File: src/rtl/mem_arbiter.sv
// mem_arbiter: single-port RAM arbiter between fetch and data ports, data-first with a fetch-starvation guard
module mem_arbiter #(
    parameter int DATA_W      = 32,
    parameter int MAX_DSTREAK = 4,
    parameter int TIMEOUT     = 255
) (
    input  logic              CLK,
    input  logic              RST,
    input  logic              iREN,
    input  logic [DATA_W-1:0] iaddr,
    output logic              iwait,
    output logic [DATA_W-1:0] iload,
    input  logic              dREN,
    input  logic              dWEN,
    input  logic [DATA_W-1:0] daddr,
    input  logic [DATA_W-1:0] dstore,
    output logic              dwait,
    output logic [DATA_W-1:0] dload,
    output logic              ramREN,
    output logic              ramWEN,
    output logic [DATA_W-1:0] ramaddr,
    output logic [DATA_W-1:0] ramstore,
    input  logic [DATA_W-1:0] ramload,
    input  logic              ram_ready,
    output logic              timeout_err
);
    localparam int SW = $clog2(MAX_DSTREAK + 1);
    localparam int BW = $clog2(TIMEOUT + 1);

    typedef enum logic [1:0] {IDLE, DSERVE, ISERVE} state_t;

    state_t          state_q, state_d;
    logic [SW-1:0]   dstreak_q, dstreak_d;
    logic [BW-1:0]   busy_q, busy_d;
    logic            err_q, err_d;
    logic            dreq, dsrv, isrv, tmo, dhit, ihit, dgo, stay;

    always_comb begin
        dreq     = dREN | dWEN;
        dsrv     = state_q == DSERVE;
        isrv     = state_q == ISERVE;
        tmo      = busy_q == BW'(TIMEOUT);
        dhit     = dsrv & dreq & ram_ready & ~tmo;
        ihit     = isrv & iREN & ram_ready & ~tmo;
        dgo      = dreq & ~(iREN & (dstreak_q == SW'(MAX_DSTREAK)));
        // a withdrawn request, a completion or a watchdog abort all release the RAM
        stay     = ((dsrv & dreq) | (isrv & iREN)) & ~ram_ready & ~tmo;
        iwait    = iREN & ~(isrv & (ram_ready | tmo));
        dwait    = dreq & ~(dsrv & (ram_ready | tmo));
        iload    = ihit ? ramload : '0;
        dload    = (dhit & ~dWEN) ? ramload : '0;
        ramREN   = (dsrv & dREN & ~dWEN) | (isrv & iREN);
        ramWEN   = dsrv & dWEN;
        ramaddr  = dsrv ? daddr : isrv ? iaddr : '0;
        ramstore = dsrv ? dstore : '0;
        state_d  = (state_q == IDLE) ? (dgo ? DSERVE : iREN ? ISERVE : IDLE) : stay ? state_q : IDLE;
        dstreak_d = (~iREN | ihit) ? '0 :
                    (dhit && dstreak_q != SW'(MAX_DSTREAK)) ? dstreak_q + SW'(1) : dstreak_q;
        busy_d   = ~(dsrv | isrv) ? '0 : (~ram_ready & ~tmo) ? busy_q + BW'(1) : busy_q;
        err_d    = err_q | (((dsrv & dreq) | (isrv & iREN)) & tmo);
        timeout_err = err_q;
    end

    always_ff @(posedge CLK or posedge RST) begin
        if (RST) begin
            state_q   <= IDLE;
            dstreak_q <= '0;
            busy_q    <= '0;
            err_q     <= 1'b0;
        end else begin
            state_q   <= state_d;
            dstreak_q <= dstreak_d;
            busy_q    <= busy_d;
            err_q     <= err_d;
        end
    end
endmodule

File: config.mk
export PLATFORM = sky130hd
export DESIGN_NAME = mem_arbiter
export DESIGN_NICKNAME = d
export VERILOG_FILES = /design/src/rtl/mem_arbiter.sv
export SDC_FILE = /design/constraint.sdc
export NUM_CORES = 1
export LEC_CHECK = 0
export BUFFER_PORTS_ARGS = -buffer_cell sky130_fd_sc_hd__buf_4
export CORE_AREA = 2 2 103 105
export CTS_BUF_LIST = sky130_fd_sc_hd__clkbuf_4 sky130_fd_sc_hd__clkbuf_8 sky130_fd_sc_hd__clkbuf_16
export CTS_CLUSTER_SIZE = 12
export DETAILED_ROUTE_END_ITERATION = 6
export DIE_AREA = 0 0 105 107
export SLEW_MARGIN = 10
export SYNTH_ARGS = -nofsm -noshare
export SYNTH_HDL_FRONTEND = slang
export SYNTH_SLANG_ARGS = --single-unit
File: constraint.sdc
create_clock -name CLK -period 5.7 [get_ports CLK]
set_clock_uncertainty 0.1 [all_clocks]
set_input_delay 0.285 -clock CLK [delete_from_list [all_inputs] [get_ports CLK]]
set_output_delay 0.285 -clock CLK [all_outputs]
set_load 0.005 [all_outputs]
# Yosys cells after proc, flatten, opt, wreduce, memory -nomap -nowiden
# Index checks and enable logic that the tools add are counted.
[op_classes]
addsub = 2
n_mul = 0
div = 0
order_cmp = 0
n_eq_ne = 7
shifts = 0
mux = 13
bitwise = 34
reduce_logical = 3
[op_table]
columns = ["op", "n"]
rows = [
  ["two-way mux 32 bit", 5],
  ["AND 1 bit", 20],
  ["two-way mux 8 bit", 2],
  ["adder 8 x 1 -> 8 bit, second input constant", 1],
  ["equality test 8 bit, second input constant", 1],
  ["two-way mux 2 bit", 4],
  ["NOT 1 bit", 7],
  ["bitwise OR 1 bit", 7],
  ["two-way mux 3 bit", 2],
  ["!= test 2 x 1 -> 1 bit, second input constant", 2],
  ["adder 3 x 1 -> 3 bit, second input constant", 1],
  ["equality test 3 bit, second input constant", 1],
  ["!= test 3 bit, second input constant", 1],
  ["equality test 2 x 1 -> 1 bit, second input constant", 1],
  ["equality test 2 bit, second input constant", 1],
  ["logical NOT 2 bit", 1],
  ["nonzero test 2 bit", 1],
  ["logical AND 1 bit", 1],
]
[totals]
reg_bits = 14
latch_bits = 0
mem_bits_rw = 0
romBits = 0
in_bits = 134
out_inout_bits = 133
word_cells = 63
mem_count = 0

# Logic depth before layout (Yosys ltp)
[depth]
word_depth = 7
mapped_depth = 7

# Least setup slack after synthesis
# No wires, ideal clock.
[synth_timing]
kind = "register -> output"
from = "register state_q[1]"
to = "output ramaddr[25]"
t_arrival_ps = 1483
required_time_ps = 5315
slack_ps = 3832
path_stages_with_launch = 7
path_buffers = 3
path_cell_list = "dfrtp_1 > inv_1 > ha_1 > clkbuf_1 > clkbuf_1 > clkbuf_1 > a22o_1"
[synth_between]
elab_chain_cells = 3
elab_cells_between_ends = 4
classes_between = "eq/ne (2); mux (2)"
[synth_rtl]
columns = ["element", "line", "source"]
rows = [
  ["from (decl)", "32", "state_t state_q, state_d;"],
  ["from (signal assigned)", "71", "state_q <= state_d;"],
  ["equality test 2 bit", "41", "isrv = state_q == ISERVE;"],
  ["two-way mux 32 bit", "54", "ramaddr = dsrv ? daddr : isrv ? iaddr : '0;"],
  ["two-way mux 32 bit (*)", "54", ""],
  ["to (decl)", "21", "output logic [DATA_W-1:0] ramaddr,"],
]
# Every way passes the cells marked *; elsewhere a longest branch is shown, timed or not.

# Worst setup path in the final report
[layout_timing]
from = "register state_q[1]"
to = "output ramaddr[28]"
# Same word-level chain as after synthesis.

==> flow_metrics.env <==
export IMPL_worst_slew_pin_slew_ns=1.22
export IMPL_yosysWarnings=0
export IMPL_grt_usage=0.177
export IMPL_viasPerCell=4.41
export IMPL_comb_power_share=0.673
export IMPL_async_flop_share=1.00
export IMPL_yosysMostFrequentCell="and2_1"
export IMPL_worstPathRequired_ns=5.32
export IMPL_start_util=0.183
export IMPL_tns_ns=0
export IMPL_design_portCount=267
export IMPL_vdd_drop_max_mv=0.0801
export IMPL_violations="negative hold slack"
export IMPL_hold_path_class="in2async"
export IMPL_synth_area_um2=1840
export IMPL_synth_edff_count=0
export IMPL_numCtsBuffers=3
export IMPL_clk_pin_slew_worst_paths_ns=0.06
export IMPL_finalHoldViolations=1
export IMPL_synth_area_leaders="and2_1, dfrtp_1, a22o_1"
export IMPL_cp_num_buf_inv=2
export IMPL_antennaDiodeCount=0
export IMPL_syn_nets=389
export IMPL_drive_gt1_frac=0.553
export IMPL_synth_top_cell_area_share=0.329
export IMPL_period_needed_ns=3.06
export IMPL_seqCellArea_um2=350
export IMPL_area_growth_pct=116
export IMPL_routed_top_layer="met4"
export IMPL_fp_dieW_um=105
export IMPL_p_clk_frac=0.150
export IMPL_final_max_slew_viol_count=0
export IMPL_critPathKind="reg2out"
export IMPL_ctsHtreeMaxLevel=1
export IMPL_die_y_um=107
export IMPL_power_net_switching_mw=0.232
export IMPL_multi_input_area_um2=1380
export IMPL_final_net_count=640
export IMPL_drtIter0Drc=206
export IMPL_power_total_mw=0.649
export IMPL_hpwl_mm=9.10
export IMPL_cts_sinks=14
export IMPL_antenna_found_initial=0
export IMPL_setup_viol=0
export IMPL_wl_met1_mm=4.19
export IMPL_swShare=0.357
export IMPL_dr_wl_met2_mm=5.65
export IMPL_grt_max_degree=71
export IMPL_wire_per_inst_um=17.0
export IMPL_slew_limit_headroom=0.183
export IMPL_postCtsHoldBufs=0
export IMPL_seq_area_frac_synth=0.190
export IMPL_path_delay_family="simple AND/OR/NAND/NOR gates"
export IMPL_cts_tree="done"
export IMPL_fin_util=0.395
export IMPL_cp_end_kind="primary output"
export IMPL_totalWireLength_mm=10.8
export IMPL_postSynthAreaPerCell_um2=7.41
export IMPL_cts_resized=0
export IMPL_grt_pass1_wl_mm=15.7
export IMPL_status="finished, violations left"
export IMPL_rsz0062_at_grt="no"
export IMPL_first_global_vias=2812
export IMPL_crit_slowest_cell="nor2b_2"
export IMPL_finalCritPeriodShare=0.537
export IMPL_p_leak_nw=2.15
export IMPL_cp_data_arrival_time_ns=2.68
export IMPL_p_seq_frac=0.177
export IMPL_drt_first_pass_iters=4
export IMPL_coreArea_um2=10100
export IMPL_std_cell_rows=37
export IMPL_p_int_mw=0.417
export IMPL_synth_top_flop_cell="dfrtp_1"
export IMPL_clock_latency_ns=0.24
export IMPL_synthCells=249
export IMPL_place_congestion=0.796
export IMPL_whs_ns=-0.000243
export IMPL_drv_cap=0
export IMPL_postRouteAntennaNets=0
export IMPL_cts_path_max_buffers=2
export IMPL_yosysTopAreaCell="and2_1"
export IMPL_ys_seq_elements=14
export IMPL_vias=2802
export IMPL_synth_cell_types=36
export IMPL_fmax_mhz=327
export IMPL_cts_setup_buffers=0
export IMPL_wl_met3_um=883
export IMPL_slowest_delay_ns=1.08
export IMPL_fp_dieArea_um2=11200
export IMPL_critPathLaunchType="flop"
export IMPL_critPathMaxFanout=70
export IMPL_crit_chain="inv_1 > ha_2 > nor2b_2 > a22o_1 > buf_4"
export IMPL_root_buffer="clkbuf_8"
export IMPL_io_buffer_count=266
export IMPL_fillers=1077
export IMPL_synth_cells_most_frequent="and2_1, a22o_1, clkbuf_1"
export IMPL_overflow=0
export IMPL_power_density_nw_per_um2=163
export IMPL_drc=0
## flip-flops by register name (all words and copies together) (netlist names)
name and count:
timeout_err 1, dstreak_q 3, state_q 2, busy_q 8
## routing by layer
layer	vias up	track usage
met4	0	0.0257
met5	-	0
met3	6	0.0389
met1	1288	0.211
li1	1346	-
met2	162	0.331
## placed cells by master (no fill, tap or decap)
cell type	netlist	routed
and3_1	1	1
o22ai_1	3	3
a31oi_1	1	1
nand4_1	1	1
clkbuf_8	0	4
ha_1	6	5
nand4b_1	1	1
a21boi_0	2	2
and4_1	1	1
xnor2_1	4	4
a21oi_1	5	5
a31o_2	1	1
inv_1	6	6
and2_1	97	97
nor2b_2	0	1
xor2_1	1	1
nand2_1	16	16
ha_2	0	1
nand3b_1	2	2
a211o_1	1	1
o21ai_1	1	1
o21ai_0	3	3
a211oi_1	2	2
o21a_1	2	2
a21o_2	1	1
nand2b_1	1	1
nand3_1	6	6
a22o_1	32	32
or4_1	1	1
or3_1	2	2
nor2_1	9	9
nor4_1	1	1
nor3b_1	1	1
buf_4	0	268
dfrtp_1	14	14
a221oi_1	1	1
## final timing paths
check	from	endpoint	slack (ns)	depth (start not counted)
max reg2reg	state_q[1]$_DFFE_PP0P_	state_q[1]$_DFFE_PP0P_	3.16	6
max in group asynchronous	RST	state_q[0]$_DFFE_PP0P_	5.12	2
min in group CLK	iREN	dstreak_q[1]$_DFFE_PP0P_	0.27	3
min	RST	busy_q[6]$_DFFE_PP0P_	-0.0002	2
min reg2reg	timeout_err$_DFF_PP0_	timeout_err$_DFF_PP0_	0.38	1
max	state_q[1]$_DFFE_PP0P_	ramaddr[28]	2.64	5
## stage by stage
step | worst slack, ns | instances | cell area, µm²
after CTS | 2.63 | 635 | 3990
after floorplan | 3.83 | 249 | 1840
final | 2.64 | 635 | 3990
after global placement | 2.95 | 631 | 3930
after global routing | 2.41 | 635 | 3990
after detailed placement | 2.92 | 631 | 3930
## final cells by class
cell class              instances  area share
flip-flops and latches         14      0.0879
clock buffers                   4      0.0138
multi-input cells             207       0.345
inverters                       6     0.00565
well taps                     136      0.0427
repair buffers                268       0.505
## worst register-to-register path, cell delays in order, from the launching register on
cell	delay [ns]
dfrtp_1	0.40
inv_1	0.08
ha_2	0.89
o21ai_0	0.33
a221oi_1	0.40
nand2_1	0.11
o22ai_1	0.16
## power groups by stage
stage / Clock [mW] / Sequential, mW / Combinational, mW
after CTS: 0.0981 / 0.115 / 0.442
final: 0.0976 / 0.115 / 0.437
after global routing: 0.101 / 0.116 / 0.473
after detailed placement: 0 / 0.117 / 0.440
after global placement: 0 / 0.116 / 0.436
after floorplan: 0 / 0.115 / 0.174
## kinds of logic after synthesis
group           Yosys count  share of synthesized area
buf+inv                  28                     0.0665
xor+xnor                  5                     0.0237
simple gates            141                      0.446
compound gates           55                      0.233
flops                    14                      0.190
fa+ha+maj                 6                     0.0407
Power figures use the tool's default switching activity.
